--- src/rtl/inst_split_queue_pkg.sv ---
// inst_split_pkg: instruction field positions/widths and queue entry layout
package inst_split_pkg;
    localparam int OP_LSB    = 26;
    localparam int OP_WID    = 6;
    localparam int RS_LSB    = 21;
    localparam int RS_WID    = 5;
    localparam int RT_LSB    = 16;
    localparam int RT_WID    = 5;
    localparam int RD_LSB    = 11;
    localparam int RD_WID    = 5;
    localparam int SHAMT_LSB = 6;
    localparam int SHAMT_WID = 5;
    localparam int FUNCT_LSB = 0;
    localparam int FUNCT_WID = 6;
    localparam int IMM_LSB   = 0;
    localparam int IMM_WID   = 16;
    localparam int JADDR_LSB = 0;
    localparam int JADDR_WID = 26;

    typedef struct packed {
        logic [31:0] inst;
        logic [31:0] pc;
        logic        sext;
    } entry_t;

    localparam int ENTRY_W = $bits(entry_t);
endpackage

--- src/rtl/inst_split_queue_if.sv ---
// inst_split_queue_if: producer/consumer handshake and decoded head fields
interface inst_split_queue_if #(
    parameter int DEPTH = 4,
    parameter int IMM_W = 32
);
    import inst_split_pkg::*;
    logic                     flush;
    logic                     in_valid;
    logic                     in_ready;
    logic [31:0]              in_inst;
    logic [31:0]              in_pc;
    logic                     in_sext;
    logic                     out_valid;
    logic                     out_ready;
    logic [OP_WID-1:0]        op;
    logic [RS_WID-1:0]        rs;
    logic [RT_WID-1:0]        rt;
    logic [RD_WID-1:0]        rd;
    logic [SHAMT_WID-1:0]     shamt;
    logic [FUNCT_WID-1:0]     funct;
    logic [IMM_WID-1:0]       imm16;
    logic [IMM_W-1:0]         imm_ext;
    logic [JADDR_WID-1:0]     j_addr;
    logic [31:0]              j_target;
    logic [31:0]              pc_plus4;
    logic [$clog2(DEPTH):0]   count;

    modport master (
        output flush, in_valid, in_inst, in_pc, in_sext, out_ready,
        input  in_ready, out_valid, op, rs, rt, rd, shamt, funct, imm16,
               imm_ext, j_addr, j_target, pc_plus4, count
    );

    modport slave (
        input  flush, in_valid, in_inst, in_pc, in_sext, out_ready,
        output in_ready, out_valid, op, rs, rt, rd, shamt, funct, imm16,
               imm_ext, j_addr, j_target, pc_plus4, count
    );
endinterface

--- src/rtl/inst_split_queue_fifo.sv ---
// sync_fifo: power-of-2 depth FIFO storage with wrapping pointers and occupancy count
module sync_fifo #(
    parameter int W     = 8,
    parameter int DEPTH = 4
) (
    input  logic                   clk,
    input  logic                   rst_n,
    input  logic                   flush,
    input  logic                   push,
    input  logic                   pop,
    input  logic [W-1:0]           wdata,
    output logic [W-1:0]           rdata,
    output logic [$clog2(DEPTH):0] count,
    output logic                   full,
    output logic                   empty
);
    localparam int AW = $clog2(DEPTH);
    localparam int CW = AW + 1;

    logic [W-1:0]  mem [DEPTH];
    logic [AW-1:0] wp;
    logic [AW-1:0] rp;

    assign rdata = mem[rp];
    assign full  = count == CW'(DEPTH);
    assign empty = count == '0;

    // storage is never cleared; only occupancy decides what is visible
    always_ff @(posedge clk) begin
        if (push) mem[wp] <= wdata;
    end

    // pointers wrap naturally at the power-of-2 depth; reset and flush empty the queue
    always_ff @(posedge clk) begin
        if (!rst_n || flush) begin
            wp    <= '0;
            rp    <= '0;
            count <= '0;
        end else begin
            wp    <= wp + AW'(push);
            rp    <= rp + AW'(pop);
            count <= count + CW'(push) - CW'(pop);
        end
    end
endmodule

--- src/rtl/inst_split_queue.sv ---
// inst_split_queue: instruction queue that decodes fields of the head entry
module inst_split_queue
    import inst_split_pkg::*;
#(
    parameter int DEPTH = 4,
    parameter int IMM_W = 32
) (
    input  logic               clk,
    input  logic               rst_n,
    inst_split_queue_if.slave  bus
);
    entry_t wr;
    entry_t head;
    entry_t h;
    logic   full;
    logic   empty;
    logic   push;
    logic   pop;

    assign wr            = '{inst: bus.in_inst, pc: bus.in_pc, sext: bus.in_sext};
    assign bus.in_ready  = !full && rst_n;
    assign bus.out_valid = !empty;
    assign push          = bus.in_valid && bus.in_ready && !bus.flush;
    assign pop           = bus.out_valid && bus.out_ready && !bus.flush;

    sync_fifo #(.W(ENTRY_W), .DEPTH(DEPTH)) u_fifo (
        .clk   (clk),
        .rst_n (rst_n),
        .flush (bus.flush),
        .push  (push),
        .pop   (pop),
        .wdata (wr),
        .rdata (head),
        .count (bus.count),
        .full  (full),
        .empty (empty)
    );

    // blank the head when nothing is queued so every decoded field reads zero
    always_comb begin
        h = empty ? '0 : head;
    end

    assign bus.op       = h.inst[OP_LSB +: OP_WID];
    assign bus.rs       = h.inst[RS_LSB +: RS_WID];
    assign bus.rt       = h.inst[RT_LSB +: RT_WID];
    assign bus.rd       = h.inst[RD_LSB +: RD_WID];
    assign bus.shamt    = h.inst[SHAMT_LSB +: SHAMT_WID];
    assign bus.funct    = h.inst[FUNCT_LSB +: FUNCT_WID];
    assign bus.imm16    = h.inst[IMM_LSB +: IMM_WID];
    assign bus.j_addr   = h.inst[JADDR_LSB +: JADDR_WID];
    assign bus.imm_ext  = {{(IMM_W-IMM_WID){h.sext & h.inst[IMM_LSB+IMM_WID-1]}}, h.inst[IMM_LSB +: IMM_WID]};
    assign bus.pc_plus4 = empty ? '0 : head.pc + 32'd4;
    assign bus.j_target = {bus.pc_plus4[31:28], bus.j_addr, 2'b00};
endmodule

--- src/flat_wrapper.sv ---
// flat-port wrapper written by rule: the top's interface ports become plain ports
module inst_split_queue_flat import inst_split_pkg::*;
#(
    parameter int DEPTH = 4,
    parameter int IMM_W = 32
)
  (clk, rst_n, bus_flush, bus_in_valid, bus_in_inst, bus_in_pc, bus_in_sext, bus_out_ready, bus_in_ready, bus_out_valid, bus_op, bus_rs, bus_rt, bus_rd, bus_shamt, bus_funct, bus_imm16, bus_imm_ext, bus_j_addr, bus_j_target, bus_pc_plus4, bus_count);
  inst_split_queue_if #(.DEPTH(DEPTH), .IMM_W(IMM_W)) bus_i ();
  input  logic clk;
  input  logic rst_n;
  input wire logic [$bits(bus_i.flush)-1:0] bus_flush;
  input wire logic [$bits(bus_i.in_valid)-1:0] bus_in_valid;
  input wire logic [$bits(bus_i.in_inst)-1:0] bus_in_inst;
  input wire logic [$bits(bus_i.in_pc)-1:0] bus_in_pc;
  input wire logic [$bits(bus_i.in_sext)-1:0] bus_in_sext;
  input wire logic [$bits(bus_i.out_ready)-1:0] bus_out_ready;
  output wire logic [$bits(bus_i.in_ready)-1:0] bus_in_ready;
  output wire logic [$bits(bus_i.out_valid)-1:0] bus_out_valid;
  output wire logic [$bits(bus_i.op)-1:0] bus_op;
  output wire logic [$bits(bus_i.rs)-1:0] bus_rs;
  output wire logic [$bits(bus_i.rt)-1:0] bus_rt;
  output wire logic [$bits(bus_i.rd)-1:0] bus_rd;
  output wire logic [$bits(bus_i.shamt)-1:0] bus_shamt;
  output wire logic [$bits(bus_i.funct)-1:0] bus_funct;
  output wire logic [$bits(bus_i.imm16)-1:0] bus_imm16;
  output wire logic [$bits(bus_i.imm_ext)-1:0] bus_imm_ext;
  output wire logic [$bits(bus_i.j_addr)-1:0] bus_j_addr;
  output wire logic [$bits(bus_i.j_target)-1:0] bus_j_target;
  output wire logic [$bits(bus_i.pc_plus4)-1:0] bus_pc_plus4;
  output wire logic [$bits(bus_i.count)-1:0] bus_count;
  assign bus_i.flush = bus_flush;
  assign bus_i.in_valid = bus_in_valid;
  assign bus_i.in_inst = bus_in_inst;
  assign bus_i.in_pc = bus_in_pc;
  assign bus_i.in_sext = bus_in_sext;
  assign bus_i.out_ready = bus_out_ready;
  assign bus_in_ready = bus_i.in_ready;
  assign bus_out_valid = bus_i.out_valid;
  assign bus_op = bus_i.op;
  assign bus_rs = bus_i.rs;
  assign bus_rt = bus_i.rt;
  assign bus_rd = bus_i.rd;
  assign bus_shamt = bus_i.shamt;
  assign bus_funct = bus_i.funct;
  assign bus_imm16 = bus_i.imm16;
  assign bus_imm_ext = bus_i.imm_ext;
  assign bus_j_addr = bus_i.j_addr;
  assign bus_j_target = bus_i.j_target;
  assign bus_pc_plus4 = bus_i.pc_plus4;
  assign bus_count = bus_i.count;
  inst_split_queue #(.DEPTH(DEPTH), .IMM_W(IMM_W)) u_core (.clk(clk), .rst_n(rst_n), .bus(bus_i));
endmodule
--- config.mk ---
export PLATFORM = sky130hd
export DESIGN_NAME = inst_split_queue_flat
export DESIGN_NICKNAME = d
export VERILOG_FILES = /design/src/rtl/inst_split_queue_pkg.sv /design/src/rtl/inst_split_queue_if.sv /design/src/rtl/inst_split_queue_fifo.sv /design/src/rtl/inst_split_queue.sv /design/src/flat_wrapper.sv
export SDC_FILE = /design/constraint.sdc
export NUM_CORES = 1
export LEC_CHECK = 0
export BUFFER_PORTS_ARGS = -buffer_cell sky130_fd_sc_hd__buf_4
export CAP_MARGIN = 40
export CORE_ASPECT_RATIO = 0.5
export CORE_UTILIZATION = 57
export CTS_BUF_LIST = sky130_fd_sc_hd__clkbuf_4 sky130_fd_sc_hd__clkbuf_8
export CTS_CLUSTER_DIAMETER = 40
export DETAILED_ROUTE_END_ITERATION = 7
export PLACE_DENSITY_LB_ADDON = 0.15
export SLEW_MARGIN = 20
export SYNTH_ARGS = -nofsm -noshare
export SYNTH_HDL_FRONTEND = slang
export SYNTH_SLANG_ARGS = --single-unit
--- constraint.sdc ---
create_clock -name clk -period 8.4 [get_ports clk]
set_input_delay 1.68 -clock clk [delete_from_list [all_inputs] [get_ports clk]]
set_output_delay 1.68 -clock clk [all_outputs]
set_load 0.02 [all_outputs]
======== Yosys cells after proc, flatten, opt, wreduce, memory -nomap -nowiden ========
Memory sizes are Yosys's and may differ from the RTL's. A register that Yosys moved wholly into a read port is not among the register bits.
Index checks and enable logic that the tools add are counted.
storage, ports and cells
  register bits ........................... 7
  bits in latches ......................... 0
  memory bits (writable) .................. 260
  ROM bits ................................ 0
  output and inout port bits .............. 175
  logic and storage cells ................. 27
  memories kept ........................... 1
cells by class
  add/sub/neg operators ................... 5
  multiply operators ...................... 0
  div/mod/pow operators ................... 0
  magnitude comparators ................... 0
  equality and inequality tests ........... 1
  shifts and indexed selects .............. 0
  mux-type cells .......................... 5
  bitwise operators ....................... 1
  reduce and logical (&&, ||, !) cells .... 11
memories
  name               words  bits a word  rd ports  clocked after memory_dff  wr ports  line                         RTL
  u_core.u_fifo.mem  4      65           1         1                         1         inst_split_queue_fifo.sv:20  logic [W-1:0] mem [DEPTH];
operator list
  cell                   number
  $mux 65                1
  $add 32x3->32 const B  1
  $mux 32                1
  $logic_and 1x1->1      5
  $add 2x1->2            2
  $logic_not 1->1        4
  $add 3x1->3            1
  $eq 3x3->1 const B     1
  $logic_not 3->1        1
  $sub 3x1->3            1
  $mux 1                 2
  $mux 2                 1
  $and 1x1->1            1
  $logic_or 1x1->1       1

======== Depth between registers and ports, before layout ========
  depth in word-level cells ............... 7
  gate-level depth with buffers ........... 11
  mapped depth without buffers ............ 10

======== Modules after synthesis ========
From an unflattened synthesis, not the netlist that was laid out.
unflattened totals
  cells, all modules ...................... 650
  area, all modules ....................... 11,634.9 um^2
modules (own cells, without submodules)
  module            instances  cells each  area an instance (um^2)
  sync_fifo         1          374         9,780.6
  inst_split_queue  1          276         1,854.3

======== Least setup slack after synthesis ========
Ideal clock, no wire load.
  kind .................................... in2reg
  start point ............................. in rst_n
  end point ............................... mem u_core.u_fifo.mem[0][0] (netlist name), enable pin
  setup time .............................. 0.581 ns
  data arrival time ....................... 6.978 ns
  required time ........................... 7.819 ns
  setup slack ............................. 0.841 ns
  stages on the path ...................... 4
  buffers on the path ..................... 1
  path through ............................ nor2b_1 > and3_1 > clkbuf_1 > nor3b_1
on the way
  longest elaborated chain between the ends .. 5
ends and longest elaborated chain
  item                             line                         RTL
  from (decl)                      flat_wrapper.sv:10           input logic rst_n;
  $logic_and 1x1->1                inst_split_queue.sv:21       assign bus.in_ready = !full && rst_n;
  $logic_and 1x1->1 (2 in series)  inst_split_queue.sv:23       assign push = bus.in_valid && bus.in_ready && !bus.flush;
  $mux 1                           inst_split_queue_fifo.sv:30  if (push) mem[wp] <= wdata;
  $mux 1 (not written as such)     inst_split_queue_fifo.sv:30
  to (decl)                        inst_split_queue_fifo.sv:20
Every way passes these cells.

==> flow_metrics.py <==
metrics = {
    "setup_path": {
        "crit_top_cell": "or4_1",
        "path_cells": "mux4_1, ha_1, nand4_2, or4_1, or4_1, a21oi_1, buf_4",
        "r2r_end": "u_core.u_fifo.count[2]",
        "start_kind": "register",
        "critPathArrivalTime_ps": 3760,
        "r2r_slack_ps": 5360,
        "worstPathMaxFanout": 34,
        "worstSetupPathType": "reg2out",
        "r2r_cells": 10,
        "rr_startpoint": "u_core.u_fifo.count[1]",
        "slowest_stage": "dfxtp_4",
        "worst_ep_required_time_ps": 6720,
        "critical-path-max-stage-delay_ps": 770,
        "end_kind": "output pin",
    },
    "logic_synthesis": {
        "synth_top_area_cell": "edfxtp_1",
        "yosys-mux-area-fraction": 0.130,
        "synth_warnings": 0,
        "synth_top_family_by_area": "multiplexers",
        "syn_area_per_cell_um2": 17.6,
        "synth_adder_area_share": 0.00494,
        "synth_seq_cells": 267,
        "synthFlopType": "edfxtp_1",
        "synth_edf_count": 260,
        "synth_area_leaders": "edfxtp_1 (67%), mux4_2 (9.9%), buf_4 (6.8%), mux4_1 (3.2%), and2_1 (2.2%)",
        "synth_compound_area_frac": 0.0193,
        "synth.yosys.seq_area_share": 0.682,
        "yosysTopAreaCellShare": 0.670,
        "yosys.area_share.simple": 0.0659,
        "synth_xor_area_frac": 0.0113,
        "syn_area_mm2": 0.0116,
        "async_reset_ff_frac": 0,
        "synth_cell_types": 46,
        "synth_cells": 660,
    },
    "sta": {
        "max_freq_mhz": 184,
        "maxSlewHeadroom": 0.502,
        "tns_ps": 0,
        "rsz0062_at_grt": "no",
        "hold_violations": 0,
        "finalSetupViolCount": 0,
        "drv_slew": 0,
        "finalClockSkew_ps": 8.98,
        "worstMarginPinSlew_ps": 747,
        "min_period_over_period": 0.648,
        "hold_slack_ps": 599,
        "min_period_ps": 5440,
    },
    "die": {
        "io_pins": 245,
        "core_area_mm2": 0.0197,
        "start_util": 0.590,
        "die_w_um": 204,
        "die_h_um": 103,
        "dieArea_mm2": 0.0210,
        "num_rows": 36,
    },
    "job": {
        "maxCapViolations": 0,
    },
    "global_routing": {
        "met3_usage": 0.0499,
        "antenna_found_initial": 0,
        "grt_max_degree": 47,
        "grt.total_usage": 0.209,
        "grtUsageMet1": 0.292,
        "grt_pass1_vias": 6035,
        "grt-busiest-layer": "met2",
        "gr-total-overflow": 0,
        "met2_usage": 0.339,
        "grt_pass1_wl_um": 32800,
    },
    "clock_tree": {
        "clkSinkCount": 267,
        "cts_resized": 0,
        "cts_tree": "done",
        "cts_buffer_depth": 3,
        "hold_buffers": 0,
        "clock_latency_ps": 490,
        "cts_setup_buffers": 0,
        "path_clk_slew_ps": 60,
        "cts_buffers": 37,
        "cts_max_level": 2,
        "clock-root-buffer": "clkbuf_8",
    },
    "cells_and_area": {
        "drive_gt1_frac": 0.447,
        "n_fill_cell": 1269,
        "most-common-layout-cells": "edfxtp_1 (260), buf_4 (249), mux4_2 (51)",
        "nets": 895,
        "layout_commonest_cell": "edfxtp_1",
        "design_area_mm2": 0.0136,
        "diodes": 0,
        "area_growth_syn_to_layout_pct": 17.1,
    },
    "power": {
        "leakagePower_nw": 4.94,
        "power_mw": 2.55,
        "powerDensity_mw_per_mm2": 187,
        "peakVddDrop_v": 0.000103,
    },
    "min_path": {
        "hp-class": "reg2reg",
        "min_from": "u_core.u_fifo.wp[1]",
        "min_to": "u_core.u_fifo.wp[1]",
        "whs_path_depth": 2,
    },
    "detailed_routing": {
        "dr_total_vias": 6170,
        "first_iter_violations": 415,
        "first_pass_iters": 5,
        "wl_um": 22000,
        "post_drt_wl_per_cell_um": 19.9,
        "ant_nets": 0,
        "vias_per_cell": 5.57,
        "route.detailed.drc": 0,
    },
    "run_status": {
        "outcome": "finished, final reports clean",
    },
    "placed_design": {
        "portBuffers": 242,
        "place_area_mm2": 0.0130,
        "place.detailed.hpwl_um": 13700,
        "gp_congestion": 0.882,
    },
}
[per-stage QoR]
step	util	setup WS [ps]	std cells
6_report	0.691	2960	1107
5_1_grt	0.691	2700	1107
4_1_cts	0.690	2920	1106
3_5_place_dp	0.657	3460	1047
3_3_place_gp	0.654	3360	1043
2_1_floorplan	-	841	661
[cells in the mapped netlist, types with 2 or more instances]
master,count
inv_1,5
buf_2,6
a21oi_1,13
nor2b_1,2
edfxtp_1,260
or4_1,6
or3_2,2
dfxtp_1,7
nand4_2,2
nor4_1,3
buf_8,2
ha_1,3
clkbuf_1,12
nand3_1,6
mux4_1,14
or3_1,4
a41o_1,5
xnor2_1,10
and2_1,41
clkbuf_8,2
a31oi_1,5
xor2_1,5
and3_1,6
nand4b_1,3
o31ai_1,4
buf_4,106
mux4_2,51
nor3_1,3
nand2_1,21
nand4_1,4
buf_1,2
nor2_1,24
o21ai_0,8
[area by class of cell]
cell class / count / area [µm²] / area share
clock buffer: 54 / 637 / 0.0467
clock inverter: 5 / 21.3 / 0.00156
inverter: 5 / 18.8 / 0.00138
multi-input combinational: 256 / 2730 / 0.200
sequential: 267 / 7960 / 0.583
tap: 266 / 333 / 0.0244
timing repair buffer: 254 / 1950 / 0.143
[where the power goes]
group | switching (mW) | internal (mW) | total [mW] | leakage [nW]
combinational | 0.0862 | 0.0679 | 0.154 | 2.17
sequential | 0.00398 | 1.47 | 1.48 | 2.41
clock | 0.437 | 0.481 | 0.918 | 0.357
[layer usage]
layer	vias up	share of wire
met5	-	0
met4	0	0.0080
met3	26	0.077
met2	253	0.49
met1	3108	0.43
li1	2783	-
[registers in the layout, indices dropped and copies added (netlist names)]
name	count
u_core.u_fifo.count	3
u_core.u_fifo.mem	260
u_core.u_fifo.rp	2
u_core.u_fifo.wp	2
[worst max-delay path, delay by kind of cell (launching register included)]
kind                     cells  cell delay, ps
AO/OA/AOI/OAI                1             200
flip-flops                   1             770
buffers and inverters        1             170
adder cells (fa/ha/maj)      1             260
AND/OR/NAND/NOR              3            1370
multiplexers                 1             480
[worst max-delay path by stage]
stage / endpoint / depth (start not counted) / start / slack (ps)
6_report: bus_j_target[28] / 7 / u_core.u_fifo.rp[0] / 2960
5_1_grt: bus_j_target[31] / 6 / u_core.u_fifo.rp[0] / 2700
4_1_cts: bus_j_target[28] / 7 / u_core.u_fifo.rp[0] / 2920
3_5_place_dp: bus_j_target[28] / 7 / u_core.u_fifo.rp[0] / 3460
3_3_place_gp: bus_pc_plus4[28] / 7 / u_core.u_fifo.rp[1] / 3360
2_1_floorplan: u_core.u_fifo.mem[0][0] / 4 / rst_n / 840
[cell families (layout without fill, tap and decap cells)]
logic type,after synthesis,in the layout
multiplexers,65,65
flip-flops,267,267
XOR/XNOR,15,15
AO/OA/AOI/OAI,36,36
adder cells (fa/ha/maj),4,4
AND/OR/NAND/NOR,134,134
buffers and inverters,138,318
other,1,2
No activity file was read; power rests on OpenSTA's default activity.
